===== src/rtl/cascade_counter_n.sv =====
// Cascaded up/down counter: STAGES sub-counters of STAGE_W bits acting as one
// TW-bit counter, with clear/load, per-stage carries, wrap pulse and snapshot.
module cascade_counter_n #(
  parameter int STAGE_W = 8,
  parameter int STAGES  = 3,
  localparam int TW     = STAGE_W * STAGES
) (
  input  logic              clk,
  input  logic              reset,
  input  logic              en,
  input  logic              clr,
  input  logic              load,
  input  logic [TW-1:0]     load_val,
  input  logic              up_dn,
  input  logic              snap_req,
  output logic [TW-1:0]     count,
  output logic [STAGES-1:0] stage_carry,
  output logic              carry_out,
  output logic              wrap,
  output logic [TW-1:0]     snap_data,
  output logic              snap_valid
);

  localparam logic [STAGE_W-1:0] STEP_ONE = STAGE_W'(1);

  logic [TW-1:0]      count_q, count_d;
  logic               wrap_q, wrap_d;
  logic [TW-1:0]      snap_data_q, snap_data_d;
  logic               snap_valid_q, snap_valid_d;

  logic [STAGES-1:0]  stage_step;
  logic [STAGES-1:0]  term_chain;
  logic [STAGES-1:0]  carry_vec;
  logic [TW-1:0]      stepped;
  logic [STAGE_W-1:0] stage_val;
  logic               stage_term;
  logic               below_term;

  // term_chain[i] means stages 0..i all sit at their terminal value, so stage
  // i+1 steps on this edge; every stage updates together, no ripple.
  always_comb begin
    stage_step = '0;
    term_chain = '0;
    stepped    = count_q;
    stage_val  = '0;
    stage_term = 1'b0;
    below_term = 1'b1;
    for (int i = 0; i < STAGES; i++) begin
      stage_val     = count_q[i*STAGE_W +: STAGE_W];
      stage_term    = up_dn ? (&stage_val) : (stage_val == '0);
      stage_step[i] = en & below_term;
      if (stage_step[i]) begin
        stepped[i*STAGE_W +: STAGE_W] = up_dn ? (stage_val + STEP_ONE)
                                              : (stage_val - STEP_ONE);
      end
      below_term    = below_term & stage_term;
      term_chain[i] = below_term;
    end
  end

  always_comb begin
    carry_vec = '0;
    if (en && !clr && !load) begin
      carry_vec = term_chain;
    end
  end

  // Clear beats load beats counting; the snapshot takes the pre-update value.
  always_comb begin
    count_d      = stepped;
    wrap_d       = carry_vec[STAGES-1];
    snap_data_d  = snap_data_q;
    snap_valid_d = snap_req;
    if (clr) begin
      count_d = '0;
    end else if (load) begin
      count_d = load_val;
    end
    if (snap_req) begin
      snap_data_d = count_q;
    end
  end

  always_ff @(posedge clk or posedge reset) begin
    if (reset) begin
      count_q      <= '0;
      wrap_q       <= 1'b0;
      snap_data_q  <= '0;
      snap_valid_q <= 1'b0;
    end else begin
      count_q      <= count_d;
      wrap_q       <= wrap_d;
      snap_data_q  <= snap_data_d;
      snap_valid_q <= snap_valid_d;
    end
  end

  assign count       = count_q;
  assign stage_carry = carry_vec;
  assign carry_out   = carry_vec[STAGES-1];
  assign wrap        = wrap_q;
  assign snap_data   = snap_data_q;
  assign snap_valid  = snap_valid_q;

endmodule

===== config.mk =====
export PLATFORM = sky130hd
export DESIGN_NAME = cascade_counter_n
export DESIGN_NICKNAME = d
export VERILOG_FILES = /design/src/rtl/cascade_counter_n.sv
export SDC_FILE = /design/constraint.sdc
export NUM_CORES = 1
export LEC_CHECK = 0
export BUFFER_PORTS_ARGS = -buffer_cell sky130_fd_sc_hd__buf_4
export CORE_ASPECT_RATIO = 0.5
export CORE_MARGIN = 2
export CORE_UTILIZATION = 35
export DETAILED_ROUTE_END_ITERATION = 12
export PLACE_DENSITY = 0.67
export SYNTH_ARGS = -nofsm -noshare
export SYNTH_HDL_FRONTEND = slang
export SYNTH_SLANG_ARGS = --single-unit

===== constraint.sdc =====
create_clock -name clk -period 2.6 [get_ports clk]
set_input_delay 0.39 -clock clk [delete_from_list [all_inputs] [get_ports clk]]
set_output_delay 0.39 -clock clk [all_outputs]
set_load 0.01 [all_outputs]

==> metrics, run 1 <==
full die area 10000 µm²; Post-Route WL 8740 µm; DRC 0; top cell type's share of synthesized area 0.388; Worst Tran Pin Value 0.658 ns; Max VDD drop 0.000268 V; FP Rows 24; Critical Path Max Stage Delay 0.53 ns; worst-path cell chain or4_4 > nor4_4 > o21bai_2 > nor4_4 > buf_4; PortBufs 84; status finished, final reports clean; Critical Path Fanout Max 6; Longest Clk Path Bufs 2; Synth Register Bits 50; CP Capture Type primary output; Core Region 8830 µm²; Fmax 0.400 GHz; grt ovf 0; clock sink count 50; antenna viol nets, final 0; post-CTS setup buffers 0; number of DRC markers in iteration 0 186; clock latency on the worst-skew pair 0.30 ns; drt first pass iters 4; vias per cell 5.31; Worst Clk Skew 0.00857 ns; ys async rst share 1.00; Starting Density 0.365; Die X 140 µm; DP Wirelength 6200 µm; GRT Util Overall 0.174; RSZ-0062 raised after global routing no; depth of the CTS H-tree 2; Leakage 2.00 nW; synth unique cells 47; Post-synth EDFFs 0; Top FF cell, synth dfrtp_1; Min Hold Slack 0.277 ns; final setup fails 0; first-pass GRT wire length 14000 µm; Yosys top cell by area dfrtp_1; # IOs 85; Layout Utilization 0.480; type of the most critical hold path primary input to async pin; Ant. Diodes 0; Worst slew margin 0.561; placed inst area 4040 µm²; Final Critical Period 2.50 ns; Setup CP Type flop to primary output; synthesis-to-layout area growth 31.3%; critical path arrival 2.11 ns; Cells after Synth 328; layout cells sized above 1 0.353; Final nets 468; Hold Vio Cnt, Final 0; fin. max-slew vios 0; PD cells 522 nW/µm²; root buffer cell clkbuf_16; initial antenna violation count 0; Synth Net Count 380; gpl congestion 0.853; vias in the first global route 2734; worst path required time 2.21 ns; CTS clk-pin slew, worst paths 0.07 ns; largest net degree at the start of global routing 51; final cycle utilization of the critical path 0.961; cell area after synthesis 3230 µm²; placed cells 526; Seq/Total Area, Yosys 0.388; largest cells by area after synthesis dfrtp_1 39%, mux2_2 8.7%, ha_1 7.0%; maxcap violations 0; CP Launch Type flop; Routed WL per cell 16.4 µm; Die H 71.9 µm; CP max stage cell or4_4; warnings from Yosys 0; setup_tns 0 ns; CTS buffer count 5; CTS tree built; fin cells 534; synthesized area per cell 9.83 µm²; Crit path top cell by count nor4_4; cell area after layout 4240 µm²; Vias 2838
## synth_stat cells (all sizes together), types with 7 or more instances
library cell  number
a311oi             7
dfrtp             50
a211oi            10
xor2               8
mux2              25
nor3              16
mux2i              8
clkbuf            11
nand3             10
nand2             23
a21oi             15
ha                18
inv               18
xnor2              7
o21ai              8
nor2              25
## layer usage
layer  up-vias  track usage  wire (µm)
met1      1392        0.246       4340
met2        49        0.278       3940
met5         -            0          0
met3         8       0.0368        356
li1       1389            -          -
met4         0       0.0400         95
## cell usage in the layout (no fill, tap or decap), types with 2 or more instances in the layout
cell / synthesis / layout
buf_4: 2 / 96
dfrtp_1: 50 / 47
mux2_2: 25 / 25
nor2_1: 25 / 25
nand2_1: 23 / 23
ha_1: 18 / 18
nor3_1: 16 / 16
inv_1: 18 / 16
a21oi_1: 15 / 15
a211oi_1: 10 / 10
nand3_1: 10 / 10
mux2i_1: 8 / 8
xor2_1: 8 / 8
o21ai_0: 8 / 8
xnor2_1: 7 / 7
a311oi_1: 7 / 7
nand4_1: 6 / 6
a21o_1: 5 / 5
o2111ai_1: 5 / 5
clkbuf_16: 0 / 5
or3_1: 4 / 4
nor4_4: 1 / 4
o211ai_1: 4 / 4
o21bai_1: 5 / 4
and3_1: 3 / 3
o2111a_1: 3 / 3
nor3b_1: 3 / 3
fa_1: 3 / 3
dfrtp_2: 0 / 3
or2_2: 2 / 2
clkinvlp_4: 0 / 2
nor4_1: 5 / 2
## state kept, by name, summed over array words and instances (netlist names)
| name | cells |
|---|---|
| count | 24 |
| wrap | 1 |
| snap_data | 24 |
| snap_valid | 1 |
## critical path: cells and delay by family (launching register included)
kind	cells	cell delay (ns)
AOI/OAI and AO/OA	1	0.13
DFF	1	0.46
buffers and inverters	1	0.17
and+or+nand+nor	3	1.04
## kinds of logic after synthesis
family,count (synthesis),share of synthesized area
xor gates and xnor gates,15,0.0407
buffers and inverters,34,0.0419
AOI/OAI and AO/OA,72,0.168
DFF,50,0.388
muxes,33,0.112
adders and majority gates,21,0.0884
and+or+nand+nor,103,0.161
## where the power goes
part	leakage, nW	switching (W)	internal, W
Sequential	0.647	0.0000746	0.000846
Clock	0.0729	0.000300	0.000382
Combinational	1.28	0.000304	0.000306
Total	2.00	0.000678	0.00153
## cell type report
class / count / area (µm²)
clock buffer: 6 / 139
inverter: 19 / 75.1
clock inverter: 2 / 12.5
multi-input combinational: 244 / 1890
fill: 848 / 4590
tap: 117 / 146
sequential: 50 / 1250
timing repair buffer: 96 / 721
## worst paths after layout
| check | startpoint | to | slack (ns) | depth (start not counted) |
|---|---|---|---|---|
| worst max-delay path | count[12]$_DFFE_PP0P_ | stage_carry[2] | 0.10 | 5 |
| worst min-delay path | reset | snap_data[21]$_DFFE_PP0P_ | 0.28 | 3 |
| worst max register to register | count[12]$_DFFE_PP0P_ | count[23]$_DFFE_PP0P_ | 0.32 | 6 |
| worst min register to register | snap_data[10]$_DFFE_PP0P_ | snap_data[10]$_DFFE_PP0P_ | 0.51 | 1 |
| max in group asynchronous | reset | count[12]$_DFFE_PP0P_ | 1.85 | 3 |
| min in group clk | load_val[14] | count[14]$_DFFE_PP0P_ | 0.32 | 3 |
## per-stage QoR
stage / worst slack [ns] / total power [W]
after CTS: 0.0132 / 0.00222
after floorplan: 0.0850 / 0.00129
after global routing: 0.0164 / 0.00233
after detailed placement: 0.00615 / 0.00153
final: 0.101 / 0.00221
after global placement: 0.106 / 0.00152
## repair_timing
action                     CTS  global route
setup endpoints to repair    2             2
gates resized for setup      0             9
hold buffers                 0             0
pin swaps                    1             2
Power figures use the tool's default switching activity.
==> run 2, diff against run 1 <==
Settings changed: BUFFER_PORTS_ARGS -buffer_cell sky130_fd_sc_hd__buf_4 to -buffer_cell sky130_fd_sc_hd__buf_2, CORE_MARGIN 2 to 3.
==> metrics, run 2 (synthesis gave the netlist of run 1 again) <==
RSZ-0062 raised after global routing no; Routed WL per cell 15.8 µm (-3.7%); GRT Util Overall 0.159 (-0.0149); layout cells sized above 1 0.358 (+0.00548); initial antenna violation count 0 (unchanged); clock sink count 50 (unchanged); Core Region 8830 µm² (unchanged); switching power 0.000649 W (-4.3%); first-pass GRT wire length 13400 µm (-4.3%); FF-to-FF path depth 6 (unchanged); CP Launch Type flop; Starting Density 0.365 (unchanged); DP Wirelength 6150 µm (-0.83%); Leakage 1.97 nW (-1.4%); Longest Clk Path Bufs 2 (unchanged); CTS clk-pin slew, worst paths 0.06 ns (about the same); largest net degree at the start of global routing 51 (unchanged); Critical Path Max Stage Delay 0.48 ns (-0.05 ns); CTS tree built; final setup margin 0.106 ns (+0.00466 ns); # IOs 85 (unchanged); Die X 142 µm (+1.4%); synthesis-to-layout area growth 25.4%; most frequent cells in the layout 84 x buf_2, 46 x dfrtp_1, 25 x mux2_2, 25 x nor2_1, 23 x nand2_1; FP Rows 24 (unchanged); Crit Reg-Reg Endpoint count[23]$_DFFE_PP0P_; Final nets 472 (+0.85%); full die area 10500 µm² (+4.3%); cell area after layout 4050 µm² (-4.5%); maxcap violations 0 (unchanged); most common cell after layout, fill and taps aside buf_2; type of the most critical hold path primary input to async pin; Vias 2812 (-0.92%); CP max stage cell dfrtp_2; RR Startpoint count[11]$_DFFE_PP0P_; CP Buf/Inv Count 1 (unchanged); placed inst area 3810 µm² (-5.6%); Ant. Diodes 0 (unchanged); vias per cell 5.25 (-1.3%); Reg2Reg Setup Slack 0.36 ns (+0.04 ns); Post-Route WL 8450 µm (-3.4%); Crit path top cell by count nor4_4; DRC 0 (unchanged); final cycle utilization of the critical path 0.959 (-0.00179); antenna viol nets, final 0 (unchanged); Final Critical Period 2.49 ns (-0.00466 ns); grt ovf 0 (unchanged); setup_tns 0 ns (unchanged); number of DRC markers in iteration 0 188 (+1.1%); PD cells 525 nW/µm² (+0.60%); Setup CP Type flop to primary output; Clk pwr share 0.306 (-0.002); root buffer cell clkbuf_16; critical path arrival 2.10 ns (about the same); Design Power 0.00212 W (-3.9%); Worst slew margin 0.556 (-0.00512); Critical Path Fanout Max 7 (+1); sequential power share 0.434 (+0.018); clock latency on the worst-skew pair 0.29 ns (about the same); placed cells 524 (-0.38%); fin cells 536 (+0.37%); drt first pass iters 4 (unchanged); DP Worst Slack 0.0354 ns (+0.0293 ns); Die H 73.9 µm (+2.8%); CP Capture Type primary output; Worst Clk Skew 0.00462 ns (-0.00395 ns); PortBufs 84 (unchanged); Worst Tran Pin Value 0.666 ns (+0.00767 ns); filler cell count 858 (+1.2%); Comb power frac 0.260 (-0.016); internal cell power 0.00148 W (-3.8%); CTS buffer count 5 (unchanged); CP delay by family, top simple AND/OR/NAND/NOR gates; gpl congestion 0.924 (+8.4%); status finished, final reports clean; Hold Vio Cnt, Final 0 (unchanged); fin. max-slew vios 0 (unchanged); worst path required time 2.21 ns (about the same); depth of the CTS H-tree 2 (unchanged); Fmax 0.401 GHz (+0.19%); Max VDD drop 0.000253 V (-5.6%); switching part of the total 0.305 (-0.00107); vias in the first global route 2529 (-7.5%); final setup fails 0 (unchanged); worst-path cell chain nor4_4 > and3_1 > o21ai_0 > o21bai_2 > nor4_4 > buf_2
-- run 2: cell types whose count changed in the layout (fill, tap and decap cells not counted) --
| cell | before | now |
|---|---|---|
| buf_4 | 96 | 16 |
| dfrtp_2 | 3 | 4 |
| clkinvlp_4 | 2 | 1 |
| buf_2 | 0 | 84 |
| dfrtp_1 | 47 | 46 |
| clkinv_2 | 1 | 0 |
-- run 2: metal layers --
layer,part of all wire,vias to the layer above,wire (µm),global-route usage
met5,0,-,0,0
met1,0.49,1336,4110,0.227
li1,-,1403,-,-
met3,0.057,9,478,0.0351
met2,0.45,64,3770,0.246
met4,0.0097,0,82,0.0404
-- run 2: repair_timing --
action | in CTS | in global routing
buffers inserted | 0 | 6
endpoints found under the setup margin | 2 | 2
hold buffers | 0 | 0
pin swaps | 1 | 2
gates resized for setup | 2 | 8
-- run 2: power by group through the flow --
stage	clock network, W	registers (W)	logic, W
6_report	0.000651	0.000921	0.000553
5_1_grt	0.000698	0.000933	0.000614
4_1_cts	0.000661	0.000917	0.000547
3_5_place_dp	0	0.000929	0.000542
3_3_place_gp	0	0.000929	0.000534
2_1_floorplan	0	0.000949	0.000336
-- run 2: layout make-up --
class / instances / area, µm² / area share
tap: 117 / 146 / 0.0362
timing repair buffer: 100 / 541 / 0.134
multi-input combinational: 244 / 1890 / 0.467
clock buffer: 6 / 139 / 0.0343
inverter: 19 / 75.1 / 0.0186
sequential: 50 / 1260 / 0.311
-- run 2: how the worst max path moves through the flow --
stage,startpoint,endpoint,slack (ns),cells past startpoint
after detailed placement,up_dn,stage_carry[2],0.04,8
final,count[1]$_DFFE_PP0P_,stage_carry[2],0.11,6
after global routing,count[1]$_DFFE_PP0P_,carry_out,0.02,6
after floorplan,up_dn,count[23]$_DFFE_PP0P_,0.09,8
after global placement,up_dn,count[23]$_DFFE_PP0P_,0.1,8
after CTS,count[11]$_DFFE_PP0P_,stage_carry[2],0.06,5
-- run 2: worst min-delay path, cell delays in order --
cell and delay [ns]:
buf_2 0.10, inv_2 0.03, buf_4 0.51
-- run 2: stage by stage --
stage,util,hold WS (ns)
final,0.458,0.270
after detailed placement,0.432,0.490
after floorplan,-,0.421
after global placement,0.432,0.483
after global routing,0.458,0.340
after CTS,0.449,0.304
==> run 3, diff against run 2 <==
Settings changed: CORE_MARGIN 3 to default.
Clock period 2.6 ns to 2.59 ns, I/O delays scaled along.
==> metrics, run 3 (synthesis gave the netlist of run 1 again) <==
fin. max-slew vios 0 (unchanged); worst path required time 2.20 ns (about the same); Min Hold Slack 0.140 ns (-0.130 ns); clock sink count 50 (unchanged); Leakage 1.97 nW (+0.14%); filler cell count 858 (unchanged); Fmax 0.404 GHz; CTS tree built; CP delay by family, top simple AND/OR/NAND/NOR gates; DP Wirelength 6060 µm (-1.4%); Die X 138 µm (-2.8%); internal cell power 0.00149 W (+0.74%); maxcap violations 0 (unchanged); CP Launch Type flop; Critical Path Fanout Max 6 (-1); setup_tns 0 ns (unchanged); DRC 0 (unchanged); RSZ-0062 raised after global routing no; clock latency on the worst-skew pair 0.29 ns (about the same); Starting Density 0.365 (unchanged); most frequent cells in the layout 84 x buf_2, 45 x dfrtp_1, 25 x mux2_2, 25 x nor2_1, 23 x nand2_1; Vias 2884 (+2.6%); Longest Clk Path Bufs 2 (unchanged); Critical Path Max Stage Delay 0.56 ns (+0.08 ns); hold buffer count at CTS 0 (unchanged); Comb power frac 0.263 (+0.003); critical path arrival 2.08 ns (-0.02 ns); GRT Util Overall 0.186 (+0.0266); Layout Utilization 0.460 (+0.00142); grt ovf 0 (unchanged); CP max stage cell or4_4; Max VDD drop 0.000228 V (-10%); final setup margin 0.117 ns (+0.0106 ns); Core Region 8830 µm² (unchanged); FP Rows 24 (unchanged); depth of the CTS H-tree 2 (unchanged); Post-Route WL 8550 µm (+1.3%); layout cells sized above 1 0.362 (+0.00391); first-pass GRT wire length 13900 µm (+4.2%); largest net degree at the start of global routing 51 (unchanged); type of the most critical hold path primary input to async pin; Worst Clk Skew 0.00609 ns (+0.00147 ns); vias per cell 5.37 (+2.4%); switching power 0.000656 W (+0.99%); CP Buf/Inv Count 1 (unchanged); CTS clk-pin slew, worst paths 0.07 ns (about the same); Worst slew margin 0.576 (+0.0199); DP Worst Slack 0.0346 ns (-0.000842 ns); gpl congestion 0.872 (-5.6%); CTS buffer count 5 (unchanged); full die area 9630 µm² (-8.1%); number of DRC markers in iteration 0 209 (+11%); Final nets 473 (+0.21%); synthesis-to-layout area growth 25.8%; Routed WL per cell 15.9 µm (+1.1%); Final Critical Period 2.47 ns; antenna viol nets, final 0 (unchanged); sequential power share 0.433 (about the same); final setup fails 0 (unchanged); root buffer cell clkbuf_16; Setup CP Type flop to primary output; PD cells 528 nW/µm² (+0.51%); vias in the first global route 2715 (+7.4%); Die H 69.9 µm (-5.4%); drt first pass iters 4 (unchanged); Clk pwr share 0.304 (-0.002); Worst Tran Pin Value 0.636 ns (-0.0299 ns); most common cell after layout, fill and taps aside buf_2; switching part of the total 0.306 (+0.000522); Design Power 0.00214 W (+0.82%); Hold Vio Cnt, Final 0 (unchanged); initial antenna violation count 0 (unchanged); status finished, final reports clean; worst-path cell chain or4_4 > nor4_4 > o21bai_2 > nor4_2 > buf_2; CP Capture Type primary output; # IOs 85 (unchanged); PortBufs 84 (unchanged); Ant. Diodes 0 (unchanged); final cycle utilization of the critical path 0.955
[run 3: changes by cell type in the layout (fill, tap and decap cells not counted), sizes merged]
cell / before / now
buf: 100 / 101
[run 3: power groups by stage]
stage	clock [W]	combinational (W)	sequential, W
finish	0.000651	0.000562	0.000928
global route	0.000691	0.000627	0.000940
CTS	0.000664	0.000550	0.000921
detailed placement	0	0.000544	0.000935
global placement	0	0.000536	0.000933
floorplan	0	0.000337	0.000953
[run 3: per-stage QoR]
| stage | std cells | instance area, µm² |
|---|---|---|
| finish | 537 | 4060 |
| global route | 537 | 4060 |
| CTS | 529 | 3960 |
| detailed placement | 523 | 3820 |
| global placement | 523 | 3820 |
| floorplan | 328 | 3240 |
[run 3: path summary, 6_finish.rpt]
kind | startpoint | to | slack [ns] | depth (start not counted)
worst max register to register | count[12]$_DFFE_PP0P_ | count[23]$_DFFE_PP0P_ | 0.35 | 6
min in group clk | load_val[10] | count[10]$_DFFE_PP0P_ | 0.34 | 3
worst min register to register | snap_data[8]$_DFFE_PP0P_ | snap_data[8]$_DFFE_PP0P_ | 0.50 | 1
worst max-delay path | count[12]$_DFFE_PP0P_ | stage_carry[2] | 0.12 | 5
worst min-delay path | reset | snap_data[21]$_DFFE_PP0P_ | 0.14 | 3
max in group asynchronous | reset | count[11]$_DFFE_PP0P_ | 2.19 | 3
[run 3: cell type report]
| cell class | count | area [µm²] | area share |
|---|---|---|---|
| Clock buffer | 6 | 139 | 0.0342 |
| Inverter | 19 | 75.1 | 0.0185 |
| Multi-Input combinational cell | 244 | 1880 | 0.463 |
| Sequential cell | 50 | 1260 | 0.310 |
| Tap cell | 117 | 146 | 0.0361 |
| Timing Repair Buffer | 101 | 561 | 0.138 |
[run 3: per-layer routing]
| metal | part of all wire | GRT usage | wire length (µm) |
|---|---|---|---|
| met5 | 0 | 0 | 0 |
| met4 | 0.011 | 0.0459 | 90 |
| met3 | 0.050 | 0.0363 | 430 |
| met2 | 0.45 | 0.287 | 3890 |
| met1 | 0.48 | 0.266 | 4140 |
[run 3: timing repair]
action,CTS,global route
resized for setup,1,9
buffers inserted,0,8
pin swaps,1,2
endpoints found under the setup margin,2,3
[run 3: worst reg2reg max path, delay by kind of cell (launching register included)]
family          cells  cell delay, ns
simple gates        3            1.07
flops               1            0.45
compound gates      2            0.41
buf+inv             1            0.19
